## src/rtl/y86_pkg.sv

```systemverilog
// -----------------------------------------------------------------------------
// y86_pkg
// Shared Y86-64 definitions used by the write-back stage:
//   - instruction codes (icode field of the retiring instruction)
//   - RNONE register encoding (no destination)
//   - architectural status codes
//   - write-back commit FSM state encoding
//   - small helpers deciding which register-file writes an instruction needs
// -----------------------------------------------------------------------------
package y86_pkg;

    // Instruction codes
    localparam logic [3:0] IHALT   = 4'h0;
    localparam logic [3:0] INOP    = 4'h1;
    localparam logic [3:0] IRRMOVQ = 4'h2;
    localparam logic [3:0] IIRMOVQ = 4'h3;
    localparam logic [3:0] IRMMOVQ = 4'h4;
    localparam logic [3:0] IMRMOVQ = 4'h5;
    localparam logic [3:0] IOPQ    = 4'h6;
    localparam logic [3:0] IJXX    = 4'h7;
    localparam logic [3:0] ICALL   = 4'h8;
    localparam logic [3:0] IRET    = 4'h9;
    localparam logic [3:0] IPUSHQ  = 4'hA;
    localparam logic [3:0] IPOPQ   = 4'hB;

    // Register id meaning "no register"
    localparam logic [3:0] RNONE = 4'hF;

    // Architectural status codes
    typedef logic [2:0] stat_t;
    localparam stat_t STAT_AOK = 3'd1;
    localparam stat_t STAT_HLT = 3'd2;
    localparam stat_t STAT_ADR = 3'd3;
    localparam stat_t STAT_INS = 3'd4;

    // Write-back commit FSM states
    typedef enum logic [2:0] {
        S_IDLE = 3'd0,
        S_WR_E = 3'd1,
        S_WR_M = 3'd2,
        S_DONE = 3'd3,
        S_HALT = 3'd4
    } wb_state_e;

    // valE is written only when it has a destination that the valM write
    // would not overwrite anyway (M wins when both target the same register).
    function automatic logic need_e_f(input logic [3:0] dst_e, input logic [3:0] dst_m);
        return (dst_e != RNONE) && (dst_e != dst_m);
    endfunction

    function automatic logic need_m_f(input logic [3:0] dst_m);
        return dst_m != RNONE;
    endfunction

endpackage

```

## src/rtl/wb_commit_ctrl_if.sv

```systemverilog
// -----------------------------------------------------------------------------
// wb_commit_ctrl_if
// Bundle between the retire stage, the write-back commit controller and the
// register-file write port.
//   Retire handshake : in_valid_i / in_ready_o
//   Instruction data : icode_i, dstE_i, dstM_i, valE_i, valM_i
//   Status flags     : instr_valid_i, imem_error_i, dmem_error_i
//   Write port       : rf_we_o, rf_waddr_o, rf_wdata_o
//   Status           : stat_o, halted_o, commit_o
// Modports: master = producer of retiring instructions / consumer of results,
//           slave  = the commit controller.
// -----------------------------------------------------------------------------
interface wb_commit_ctrl_if #(
    parameter int DATA_W = 64
);
    logic              in_valid_i;
    logic              in_ready_o;
    logic [3:0]        icode_i;
    logic [3:0]        dstE_i;
    logic [3:0]        dstM_i;
    logic [DATA_W-1:0] valE_i;
    logic [DATA_W-1:0] valM_i;
    logic              instr_valid_i;
    logic              imem_error_i;
    logic              dmem_error_i;
    logic              rf_we_o;
    logic [3:0]        rf_waddr_o;
    logic [DATA_W-1:0] rf_wdata_o;
    logic [2:0]        stat_o;
    logic              halted_o;
    logic              commit_o;

    modport master (
        output in_valid_i, icode_i, dstE_i, dstM_i, valE_i, valM_i,
               instr_valid_i, imem_error_i, dmem_error_i,
        input  in_ready_o, rf_we_o, rf_waddr_o, rf_wdata_o,
               stat_o, halted_o, commit_o
    );

    modport slave (
        input  in_valid_i, icode_i, dstE_i, dstM_i, valE_i, valM_i,
               instr_valid_i, imem_error_i, dmem_error_i,
        output in_ready_o, rf_we_o, rf_waddr_o, rf_wdata_o,
               stat_o, halted_o, commit_o
    );

endinterface

```

## src/rtl/wb_stat_enc.sv

```systemverilog
// -----------------------------------------------------------------------------
// wb_stat_enc
// Combinational priority encoder producing the architectural status of a
// retiring instruction.
//   icode_i        in  4  instruction code
//   instr_valid_i  in  1  instruction decoded as valid
//   imem_error_i   in  1  instruction fetch address fault
//   dmem_error_i   in  1  data memory address fault
//   stat_o         out 3  AOK / HLT / ADR / INS
// A fetch fault outranks an invalid instruction, since the bytes that were
// judged invalid never came from a legal address in the first place.
// -----------------------------------------------------------------------------
module wb_stat_enc
    import y86_pkg::*;
(
    input  logic [3:0] icode_i,
    input  logic       instr_valid_i,
    input  logic       imem_error_i,
    input  logic       dmem_error_i,
    output stat_t      stat_o
);

    always_comb begin
        stat_o = STAT_AOK;
        if (imem_error_i)
            stat_o = STAT_ADR;
        else if (!instr_valid_i)
            stat_o = STAT_INS;
        else if (dmem_error_i)
            stat_o = STAT_ADR;
        else if (icode_i == IHALT)
            stat_o = STAT_HLT;
    end

endmodule

```

## src/rtl/wb_commit_ctrl.sv

```systemverilog
// -----------------------------------------------------------------------------
// wb_commit_ctrl
// Write-back commit controller for the Y86-64 core. Accepts one retiring
// instruction per handshake, serialises its valE/valM results onto the single
// register-file write port and maintains the architectural status register.
//   clk_i  in  1  core clock, rising edge
//   rst_i  in  1  asynchronous active-high reset
//   bus    slave modport of wb_commit_ctrl_if (handshake, instruction data,
//          status flags, register-file write port, stat/halted/commit)
// All outputs are registered; the write port is driven only from the state
// register and values captured at the accept edge.
// -----------------------------------------------------------------------------
module wb_commit_ctrl
    import y86_pkg::*;
#(
    parameter int DATA_W = 64
)(
    input  logic            clk_i,
    input  logic            rst_i,
    wb_commit_ctrl_if.slave bus
);

    wb_state_e         state;
    stat_t             stat_new;
    logic              accept;
    logic              need_e;
    logic              need_m;

    // Captured second-write operands and whether that write is pending
    logic              need_m_p0;
    logic [3:0]        dstm_p0;
    logic [DATA_W-1:0] valm_p0;

    wb_stat_enc u_stat_enc (
        .icode_i       (bus.icode_i),
        .instr_valid_i (bus.instr_valid_i),
        .imem_error_i  (bus.imem_error_i),
        .dmem_error_i  (bus.dmem_error_i),
        .stat_o        (stat_new)
    );

    assign accept = bus.in_valid_i && bus.in_ready_o;
    assign need_e = need_e_f(bus.dstE_i, bus.dstM_i);
    assign need_m = need_m_f(bus.dstM_i);

    // Accept edge: capture the valM write for use one cycle later
    always_ff @(posedge clk_i) begin
        if (accept) begin
            dstm_p0 <= bus.dstM_i;
            valm_p0 <= bus.valM_i;
        end
    end

    // Commit FSM with registered outputs
    always_ff @(posedge clk_i or posedge rst_i) begin
        if (rst_i) begin
            state          <= S_IDLE;
            need_m_p0      <= 1'b0;
            bus.in_ready_o <= 1'b1;
            bus.rf_we_o    <= 1'b0;
            bus.rf_waddr_o <= RNONE;
            bus.rf_wdata_o <= '0;
            bus.stat_o     <= STAT_AOK;
            bus.halted_o   <= 1'b0;
            bus.commit_o   <= 1'b0;
        end else begin
            // Idle write port and no commit unless a branch below says otherwise
            bus.rf_we_o    <= 1'b0;
            bus.rf_waddr_o <= RNONE;
            bus.rf_wdata_o <= '0;
            bus.commit_o   <= 1'b0;

            case (state)
                S_IDLE: begin
                    if (accept) begin
                        bus.stat_o     <= stat_new;
                        bus.in_ready_o <= 1'b0;
                        need_m_p0      <= need_m;
                        if (stat_new != STAT_AOK) begin
                            // Faulting or halting instruction: no writes at all
                            state        <= S_HALT;
                            bus.halted_o <= 1'b1;
                            bus.commit_o <= (stat_new == STAT_HLT);
                        end else if (need_e) begin
                            state          <= S_WR_E;
                            bus.rf_we_o    <= 1'b1;
                            bus.rf_waddr_o <= bus.dstE_i;
                            bus.rf_wdata_o <= bus.valE_i;
                            bus.commit_o   <= !need_m;
                        end else if (need_m) begin
                            state          <= S_WR_M;
                            bus.rf_we_o    <= 1'b1;
                            bus.rf_waddr_o <= bus.dstM_i;
                            bus.rf_wdata_o <= bus.valM_i;
                            bus.commit_o   <= 1'b1;
                        end else begin
                            state        <= S_DONE;
                            bus.commit_o <= 1'b1;
                        end
                    end
                end

                S_WR_E: begin
                    if (need_m_p0) begin
                        state          <= S_WR_M;
                        bus.rf_we_o    <= 1'b1;
                        bus.rf_waddr_o <= dstm_p0;
                        bus.rf_wdata_o <= valm_p0;
                        bus.commit_o   <= 1'b1;
                    end else begin
                        state          <= S_IDLE;
                        bus.in_ready_o <= 1'b1;
                    end
                end

                S_WR_M, S_DONE: begin
                    state          <= S_IDLE;
                    bus.in_ready_o <= 1'b1;
                end

                S_HALT: begin
                    // Terminal until reset; inputs are ignored
                    state          <= S_HALT;
                    bus.in_ready_o <= 1'b0;
                    bus.halted_o   <= 1'b1;
                end

                default: begin
                    state          <= S_IDLE;
                    bus.in_ready_o <= 1'b1;
                end
            endcase
        end
    end

endmodule

```

## src/flat_wrapper.sv

```systemverilog
// flat-port wrapper written by rule: the top's interface ports become plain ports
module wb_commit_ctrl_flat import y86_pkg::*;
#(
    parameter int DATA_W = 64
)
  (clk_i, rst_i, bus_in_valid_i, bus_icode_i, bus_dstE_i, bus_dstM_i, bus_valE_i, bus_valM_i, bus_instr_valid_i, bus_imem_error_i, bus_dmem_error_i, bus_in_ready_o, bus_rf_we_o, bus_rf_waddr_o, bus_rf_wdata_o, bus_stat_o, bus_halted_o, bus_commit_o);
  wb_commit_ctrl_if #(.DATA_W(DATA_W)) bus_i ();
  input  logic clk_i;
  input  logic rst_i;
  input wire logic [$bits(bus_i.in_valid_i)-1:0] bus_in_valid_i;
  input wire logic [$bits(bus_i.icode_i)-1:0] bus_icode_i;
  input wire logic [$bits(bus_i.dstE_i)-1:0] bus_dstE_i;
  input wire logic [$bits(bus_i.dstM_i)-1:0] bus_dstM_i;
  input wire logic [$bits(bus_i.valE_i)-1:0] bus_valE_i;
  input wire logic [$bits(bus_i.valM_i)-1:0] bus_valM_i;
  input wire logic [$bits(bus_i.instr_valid_i)-1:0] bus_instr_valid_i;
  input wire logic [$bits(bus_i.imem_error_i)-1:0] bus_imem_error_i;
  input wire logic [$bits(bus_i.dmem_error_i)-1:0] bus_dmem_error_i;
  output wire logic [$bits(bus_i.in_ready_o)-1:0] bus_in_ready_o;
  output wire logic [$bits(bus_i.rf_we_o)-1:0] bus_rf_we_o;
  output wire logic [$bits(bus_i.rf_waddr_o)-1:0] bus_rf_waddr_o;
  output wire logic [$bits(bus_i.rf_wdata_o)-1:0] bus_rf_wdata_o;
  output wire logic [$bits(bus_i.stat_o)-1:0] bus_stat_o;
  output wire logic [$bits(bus_i.halted_o)-1:0] bus_halted_o;
  output wire logic [$bits(bus_i.commit_o)-1:0] bus_commit_o;
  assign bus_i.in_valid_i = bus_in_valid_i;
  assign bus_i.icode_i = bus_icode_i;
  assign bus_i.dstE_i = bus_dstE_i;
  assign bus_i.dstM_i = bus_dstM_i;
  assign bus_i.valE_i = bus_valE_i;
  assign bus_i.valM_i = bus_valM_i;
  assign bus_i.instr_valid_i = bus_instr_valid_i;
  assign bus_i.imem_error_i = bus_imem_error_i;
  assign bus_i.dmem_error_i = bus_dmem_error_i;
  assign bus_in_ready_o = bus_i.in_ready_o;
  assign bus_rf_we_o = bus_i.rf_we_o;
  assign bus_rf_waddr_o = bus_i.rf_waddr_o;
  assign bus_rf_wdata_o = bus_i.rf_wdata_o;
  assign bus_stat_o = bus_i.stat_o;
  assign bus_halted_o = bus_i.halted_o;
  assign bus_commit_o = bus_i.commit_o;
  wb_commit_ctrl #(.DATA_W(DATA_W)) u_core (.clk_i(clk_i), .rst_i(rst_i), .bus(bus_i));
endmodule
```

## config.mk

```make
export PLATFORM = sky130hd
export DESIGN_NAME = wb_commit_ctrl_flat
export DESIGN_NICKNAME = d
export VERILOG_FILES = /design/src/rtl/y86_pkg.sv /design/src/rtl/wb_commit_ctrl_if.sv /design/src/rtl/wb_stat_enc.sv /design/src/rtl/wb_commit_ctrl.sv /design/src/flat_wrapper.sv
export SDC_FILE = /design/constraint.sdc
export NUM_CORES = 1
export LEC_CHECK = 0
export BUFFER_PORTS_ARGS = -buffer_cell sky130_fd_sc_hd__buf_2
export CAP_MARGIN = 15
export CORE_MARGIN = 4
export CORE_UTILIZATION = 45
export DETAILED_ROUTE_END_ITERATION = 16
export GPL_TIMING_DRIVEN = 1
export PLACE_DENSITY_LB_ADDON = 0.25
export SLEW_MARGIN = 20
export SYNTH_ARGS = -nofsm -noshare
export SYNTH_HDL_FRONTEND = slang
export SYNTH_SLANG_ARGS = --single-unit
```

## constraint.sdc

```tcl
create_clock -name clk_i -period 7.65 [get_ports clk_i]
set_clock_uncertainty 0.2 [all_clocks]
set_input_delay 0.765 -clock clk_i [delete_from_list [all_inputs] [get_ports clk_i]]
set_output_delay 0.765 -clock clk_i [all_outputs]
set_load 0.01 [all_outputs]
```

==> run summary, run 1 <==
Area contributors post-synth: edfxtp_1, dfrtp_1, a221o_1, and2_1, a32o_1
Int Power: 0.001355 W
Fmax achieved: 0.3119 GHz
Crit path top cell by count: buf_4
WL/cell: 17.76 µm
Clk slew on worst S/H paths: 0.06 ns
Critical Path End Type: register
Post-synth EDFFs: 68
Seq/Total Area, Yosys: 70.54%
Yosys top cell by area: edfxtp_1
# clock sinks: 147
Diode count: 0
Initial antenna violation count: 0
Slowest CP cell: nor3b_4
Mapped Area: 5708 µm²
Status: completed
Setup_tns: 0 ns
Clk root buf: clkbuf_16
Crit path max fanout: 43
Core box area: 12210 µm²
Routed wire length: 13510 µm
Crit path kind: in2reg
Fill count: 1006
CTS HTree Levels: 4
Placement-stage cell area: 6845 µm²
Mapped Cells: 363
Syn Area/Cell: 15.72 µm²
Combinational share of power: 4.7%
Asr flop ratio synth: 53.74%
RSZ-0062 raised after global routing: false
Crit path required time: 7.79 ns
Port-buffer cells: 220
Sw Share: 20.43%
Cts-stage hold buffer count: 0
Hold Vio Cnt, Final: 0
Max VDD drop: 135.8 µV
Slowest stage delay, CP: 0.81 ns
Max Cap Violations: 0
Post-CTS Setup Bufs: 0
PwrDens: 229.9 nW/µm²
Largest net degree at the start of global routing: 80
Overflow after GRT: 0
CTS-repair resized insts: 0
Critical path arrival: 3.35 ns
Share of the synthesized area in the top cell type: 35.77%
DR vias: 3963
Later-pin clock latency in the skew report: 0.41 ns
Flop-to-flop setup slack: 4.56 ns
Startpoint Class: primary input
Leakage: 3.644 nW
Dominant synthesized flop cell: dfrtp_1
1st-pass router iterations: 4
Antenna-violating nets left: 0
Area grow syn2layout: 29.79%
Rows: 40
Synth warn: 0
I/O pins: 221
Total Routing Usage GR: 18.81%
Design area: 7408 µm²
Nets@finish: 727
Final setup viols: 0
Chip Width: 120.6 µm
P_sw: 0.0003480 W
Share of post-route cells with drive strength above 1: 45.03%
Hold Crit Class: reg2reg
Vias in the first global route: 4239
GPL Wtd Cong: 0.7360
Power share of the clock group: 45.9%
First-pass GRT wire length: 21160 µm
#FFs+latches synth: 147
Max Transition Viols Final: 0
CTS tree: done
Worst path cell trace: buf_2 -> xor2_1 -> o41a_1 -> buf_4 -> nor3b_4 -> buf_4 -> a221o_1
Tcrit/Tclk final: 41.91%
Num CTS Buffers: 17
Die H: 120.6 µm
Mapped Nets: 509
Initial core utilization: 46.74%
Worst rel slew slack: 30.97%
Detailed placement HPWL: 9054 µm
Final min period: 3.206 ns
Netlist cell types: 38
Iter 0 DRT Violations: 174
Vias/cell: 5.208
Sequential Power Share: 49.4%
DR DRC count: 0
CTS Buffer Depth: 2
Slew @ Worst Pin: 1.035 ns
Die area: 14550 µm²
-- synthesized netlist by cell type (all sizes together), types with 4 or more instances --
| library cell | count |
|---|---|
| dfstp | 6 |
| nand2 | 5 |
| and2 | 49 |
| clkbuf | 14 |
| edfxtp | 68 |
| xor2 | 4 |
| buf | 11 |
| a21o | 17 |
| nor2 | 9 |
| dfrtp | 73 |
| a221o | 47 |
| a32o | 17 |
| a21oi | 7 |
| o21ai | 7 |
-- cell type report --
| cell class | count | area [µm²] | area share [%] |
|---|---|---|---|
| Clock buffer | 20 | 446.7 | 6.029 |
| Multi-Input combinational cell | 189 | 1469 | 19.83 |
| Clock inverter | 11 | 112.6 | 1.520 |
| Timing Repair Buffer | 224 | 1135 | 15.32 |
| Tap cell | 168 | 210.2 | 2.837 |
| Inverter | 2 | 8.758 | 0.1182 |
| Sequential cell | 147 | 4026 | 54.35 |
-- critical path: cells and delay by family --
family | cells | cell delay (ns)
buf+inv | 3 | 0.91
simple gates | 1 | 0.81
compound gates | 2 | 0.65
xor+xnor | 1 | 0.16
-- final timing paths --
kind,endpoint,start,cells past startpoint
max,u_core.bus.rf_wdata_o[40],bus_dstM_i[1],7
min reg2reg,u_core.bus.stat_o[2],u_core.bus.stat_o[2],2
min,u_core.bus.stat_o[2],u_core.bus.stat_o[2],2
max in group asynchronous,u_core.bus.stat_o[1],rst_i,3
max reg2reg,u_core.bus.rf_wdata_o[40],u_core.state[1],5
min in group asynchronous,u_core.bus.rf_wdata_o[9],rst_i,3
-- through the flow --
step	power (W)	worst slack, ns	instances	util (%)	hold slack (ns)
after detailed placement	0.0009367	4.007	730	56.06	0.2656
after CTS	0.001721	4.438	761	60.64	0.2789
after floorplan	0.0008799	4.495	363	-	0.2687
after global routing	0.001771	4.318	761	60.67	0.3133
after global placement	0.0009339	4.076	730	56.06	0.2517
final	0.001703	4.444	761	60.67	0.2728
-- flip-flops by register name, summed over array words and instances (netlist names) --
name / flops
u_core.bus.commit_o: 1
u_core.bus.halted_o: 1
u_core.bus.in_ready_o: 1
u_core.bus.rf_waddr_o: 4
u_core.bus.rf_wdata_o: 64
u_core.bus.rf_we_o: 1
u_core.bus.stat_o: 3
u_core.dstm_p0: 4
u_core.need_m_p0: 1
u_core.state: 3
u_core.valm_p0: 64
-- layout by cell type, fill, tap and decap left out, types with 4 or more instances in the layout --
master / count
buf_2: 220
dfrtp_1: 73
edfxtp_1: 68
and2_1: 47
a221o_1: 47
a32o_1: 17
a21o_1: 17
clkbuf_16: 17
nor2_1: 9
a21oi_1: 7
clkinv_2: 7
dfstp_2: 6
nand2_1: 5
xor2_1: 4
o21ai_0: 4
-- power by group through the flow --
| stage | Combinational, W | Clock [W] | Sequential (W) |
|---|---|---|---|
| after floorplan | 0.0000233 | 0 | 0.000857 |
| after global placement | 0.0000782 | 0 | 0.000856 |
| after detailed placement | 0.0000805 | 0 | 0.000856 |
| after CTS | 0.0000808 | 0.000799 | 0.000841 |
| after global routing | 0.0000892 | 0.000840 | 0.000842 |
| final | 0.0000797 | 0.000782 | 0.000841 |
-- per-layer routing --
metal	track usage [%]	part of all wire, %	vias up	wire, µm
met5	0	0	-	0
met4	8.569	3.0	0	399
met3	6.688	8.6	30	1160
met2	31.75	50	164	6771
met1	21.45	38	1915	5182
li1	-	-	1854	-
-- cells by family (layout without fill, tap and decap cells) --
kind of cell              count (synthesis)  in the layout  synth area share (%)
DFF                                     147            147                 70.54
xor gates and xnor gates                  4              4                0.6137
and+or+nand+nor                          79             79                 8.571
buffers and inverters                    27            257                 3.924
AOI/OAI and AO/OA                       105            105                 16.15
muxes                                     1              1                0.1973
(Power assumes the default switching activity.)
==> run 2, diff against run 1 <==
==> constraint.sdc (replaced) <==
create_clock -name clk_i -period 3.2 [get_ports clk_i]
set_clock_uncertainty 0.2 [all_clocks]
set_input_delay 0.32 -clock clk_i [delete_from_list [all_inputs] [get_ports clk_i]]
set_output_delay 0.32 -clock clk_i [all_outputs]
set_load 0.01 [all_outputs]
==> run 2 against run 1 <==
  * Non-clock buffer count increased by 130
  * Clock-buffer cell count increased by 2
  * Critical path depth fell by 1
  * Sequential share of layout area fell by 8.2 points
  * First-iteration DRC count grew 49%
  * Clock power grew to 2.5 times the previous value
  * Worst hold slack got worse by 0.24 ns
  * Power rose to 2.5 times the previous value
  * Via count is 17% higher
  * Largest cell class unchanged
  * Die area unchanged
  * Worst setup slack worse by 3.9 ns
==> run summary, run 2 (synthesized netlist as in run 1, its figures left out) <==
Area grow syn2layout: 52.94%
Vias/cell: 5.179 (-0.55%)
Worst rel slew slack: 35.17% (+4.2 points)
Crit path kind: in2reg
Setup crit start: bus_imem_error_i
CTS tree: done
Max VDD drop: 325.8 µV (+140%)
Core box area: 12210 µm² (unchanged)
Port-buffer cells: 220 (unchanged)
1st-pass router iterations: 5 (+1)
Post-Layout Cell Count: 894 (+17%)
Fill count: 860 (-15%)
CTS HTree Levels: 4 (unchanged)
Detailed placement HPWL: 9811 µm (+8.4%)
Final setup viols: 0 (unchanged)
Clk slew on worst S/H paths: 0.06 ns (about the same)
Num CTS Buffers: 17 (unchanged)
PwrDens: 494.9 nW/µm² (+120%)
Commonest non-fill, non-tap cell in the layout: buf_2
Sequential Power Share: 46.6% (-2.8 points)
Rows: 40 (unchanged)
Share of post-route cells with drive strength above 1: 37.85% (-7.2 points)
First-pass GRT wire length: 26080 µm (+23%)
Largest registers: u_core.bus.rf_wdata_o (64), u_core.valm_p0 (64)
Max Transition Viols Final: 0 (unchanged)
Final min period: 2.705 ns
Antenna-violating nets left: 0 (unchanged)
Combinational share of power: 7.5% (+2.8 points)
Initial antenna violation count: 1 (+1)
Crit path max fanout: 47 (+9.3%)
Overflow after GRT: 0 (unchanged)
Startpoint Class: primary input
Largest net degree at the start of global routing: 48 (-40%)
Most frequent cells in the layout: buf_2, dlygate4sd3_1, dfrtp_1
Routed wire length: 16440 µm (+22%)
Die H: 120.6 µm (unchanged)
Setup_tns: 0 ns (unchanged)
CP Capture Point: u_core.bus.rf_wdata_o[4]
Max Cap Violations: 0 (unchanged)
RSZ-0062 raised after global routing: false
Hold Vio Cnt, Final: 0 (unchanged)
Critical Path End Type: register
Die area: 14550 µm² (unchanged)
Int Power: 0.003448 W (+150%)
CTS Buffer Depth: 2 (unchanged)
# clock sinks: 147 (unchanged)
Tcrit/Tclk final: 84.53%
Initial core utilization: 46.74% (unchanged)
Iter 0 DRT Violations: 259 (+49%)
Nets@finish: 857 (+18%)
DR vias: 4630 (+17%)
Multi-input logic area: 1469 µm² (unchanged)
Depth of the worst register-to-register path: 4 (-1)
Total Routing Usage GR: 23.16% (+4.3 points)
Critical path arrival: 2.85 ns (-0.50 ns)
Sw Share: 20.19% (-0.24 points)
Vias in the first global route: 5003 (+18%)
Flop-to-flop setup slack: 0.56 ns (-4.00 ns)
Post-CTS Setup Bufs: 0 (unchanged)
Leakage: 4.219 nW (+16%)
P_sw: 0.0008724 W (+150%)
Later-pin clock latency in the skew report: 0.41 ns (about the same)
I/O pins: 221 (unchanged)
Crit Reg-Reg Startpoint: u_core.state[1]
DP Cell Count: 737 (+0.96%)
DR DRC count: 0 (unchanged)
GPL Wtd Cong: 0.8678 (+18%)
Seq. cell area: 4026 µm² (unchanged)
Chip Width: 120.6 µm (unchanged)
Fmax achieved: 0.3697 GHz
Slew @ Worst Pin: 0.9724 ns (-0.06295 ns)
Status: completed
Crit path required time: 3.34 ns (-4.45 ns)
Reg2reg end: u_core.bus.rf_wdata_o[4]
Power share of the clock group: 46.0% (about the same)
Design Power: 0.004320 W (+150%)
WL/cell: 18.39 µm (+3.6%)
Clk root buf: clkbuf_16
Hold Crit Class: in2reg
[run 2: cell types whose count changed in the layout (fill, tap and decap cells not counted), sizes merged]
cell / delta
dlygate4sd3: +123
bufinv: +1
buf: +7
clkinvlp: -2
clkbuf: +2
diode: +2
[run 2: through the flow]
stage	instance area (µm²)	util, %	worst slack [ns]	hold slack, ns
finish	8730	71.49	0.4951	0.02979
global route	8727	71.47	0.3733	0.02626
CTS	8725	71.44	0.5935	0.01635
detailed placement	6898	56.49	0.6241	0.2670
global placement	6898	56.49	0.6450	0.2511
floorplan	5708	-	0.2278	0.2182
[run 2: what timing repair did]
item / in CTS / in global routing
resized for setup: 0 / 0
hold endpoints to repair: 176 / 0
hold buffers: 123 / 0
[run 2: power by group through the flow]
stage / clock network [W] / registers [W] / logic, W
2_1_floorplan: 0 / 0.00205 / 0.0000556
3_3_place_gp: 0 / 0.00205 / 0.000190
3_5_place_dp: 0 / 0.00205 / 0.000196
4_1_cts: 0.00202 / 0.00201 / 0.000315
5_1_grt: 0.00212 / 0.00201 / 0.000351
6_report: 0.00199 / 0.00201 / 0.000322
[run 2: critical path, cell delays in order]
cell and delay [ns]:
dlygate4sd3_1 0.56, buf_2 0.16, or2_2 0.32, nor4b_4 0.32, and2_2 0.82, a221o_1 0.31
[run 2: final cells by class]
type	count	area share, %
clock buffer	22	5.317
clock inverter	10	1.505
multi-input combinational	189	16.83
timing repair buffer	354	27.66
tap	168	2.408
sequential	147	46.12
inverter	2	0.1003
antenna	2	0.05733
[run 2: worst min-delay path by stage]
stage                          from                  endpoint  slack [ns]  depth (start not counted)
2_1_floorplan      bus_imem_error_i      u_core.bus.stat_o[2]        0.22                          1
3_3_place_gp   u_core.bus.stat_o[0]      u_core.bus.stat_o[0]        0.25                          2
3_5_place_dp   u_core.bus.stat_o[0]      u_core.bus.stat_o[0]        0.27                          2
4_1_cts               bus_valE_i[6]  u_core.bus.rf_wdata_o[6]        0.02                          3
5_1_grt               bus_valE_i[6]  u_core.bus.rf_wdata_o[6]        0.03                          3
6_report              bus_valE_i[6]  u_core.bus.rf_wdata_o[6]        0.03                          3
[run 2: per-layer routing]
metal | wire length [µm] | global-route usage, % | vias up
li1 | - | - | 2116
met1 | 6132 | 26.48 | 2251
met2 | 8689 | 41.29 | 224
met3 | 1129 | 5.613 | 39
met4 | 489 | 9.915 | 0
met5 | 0 | 0 | -
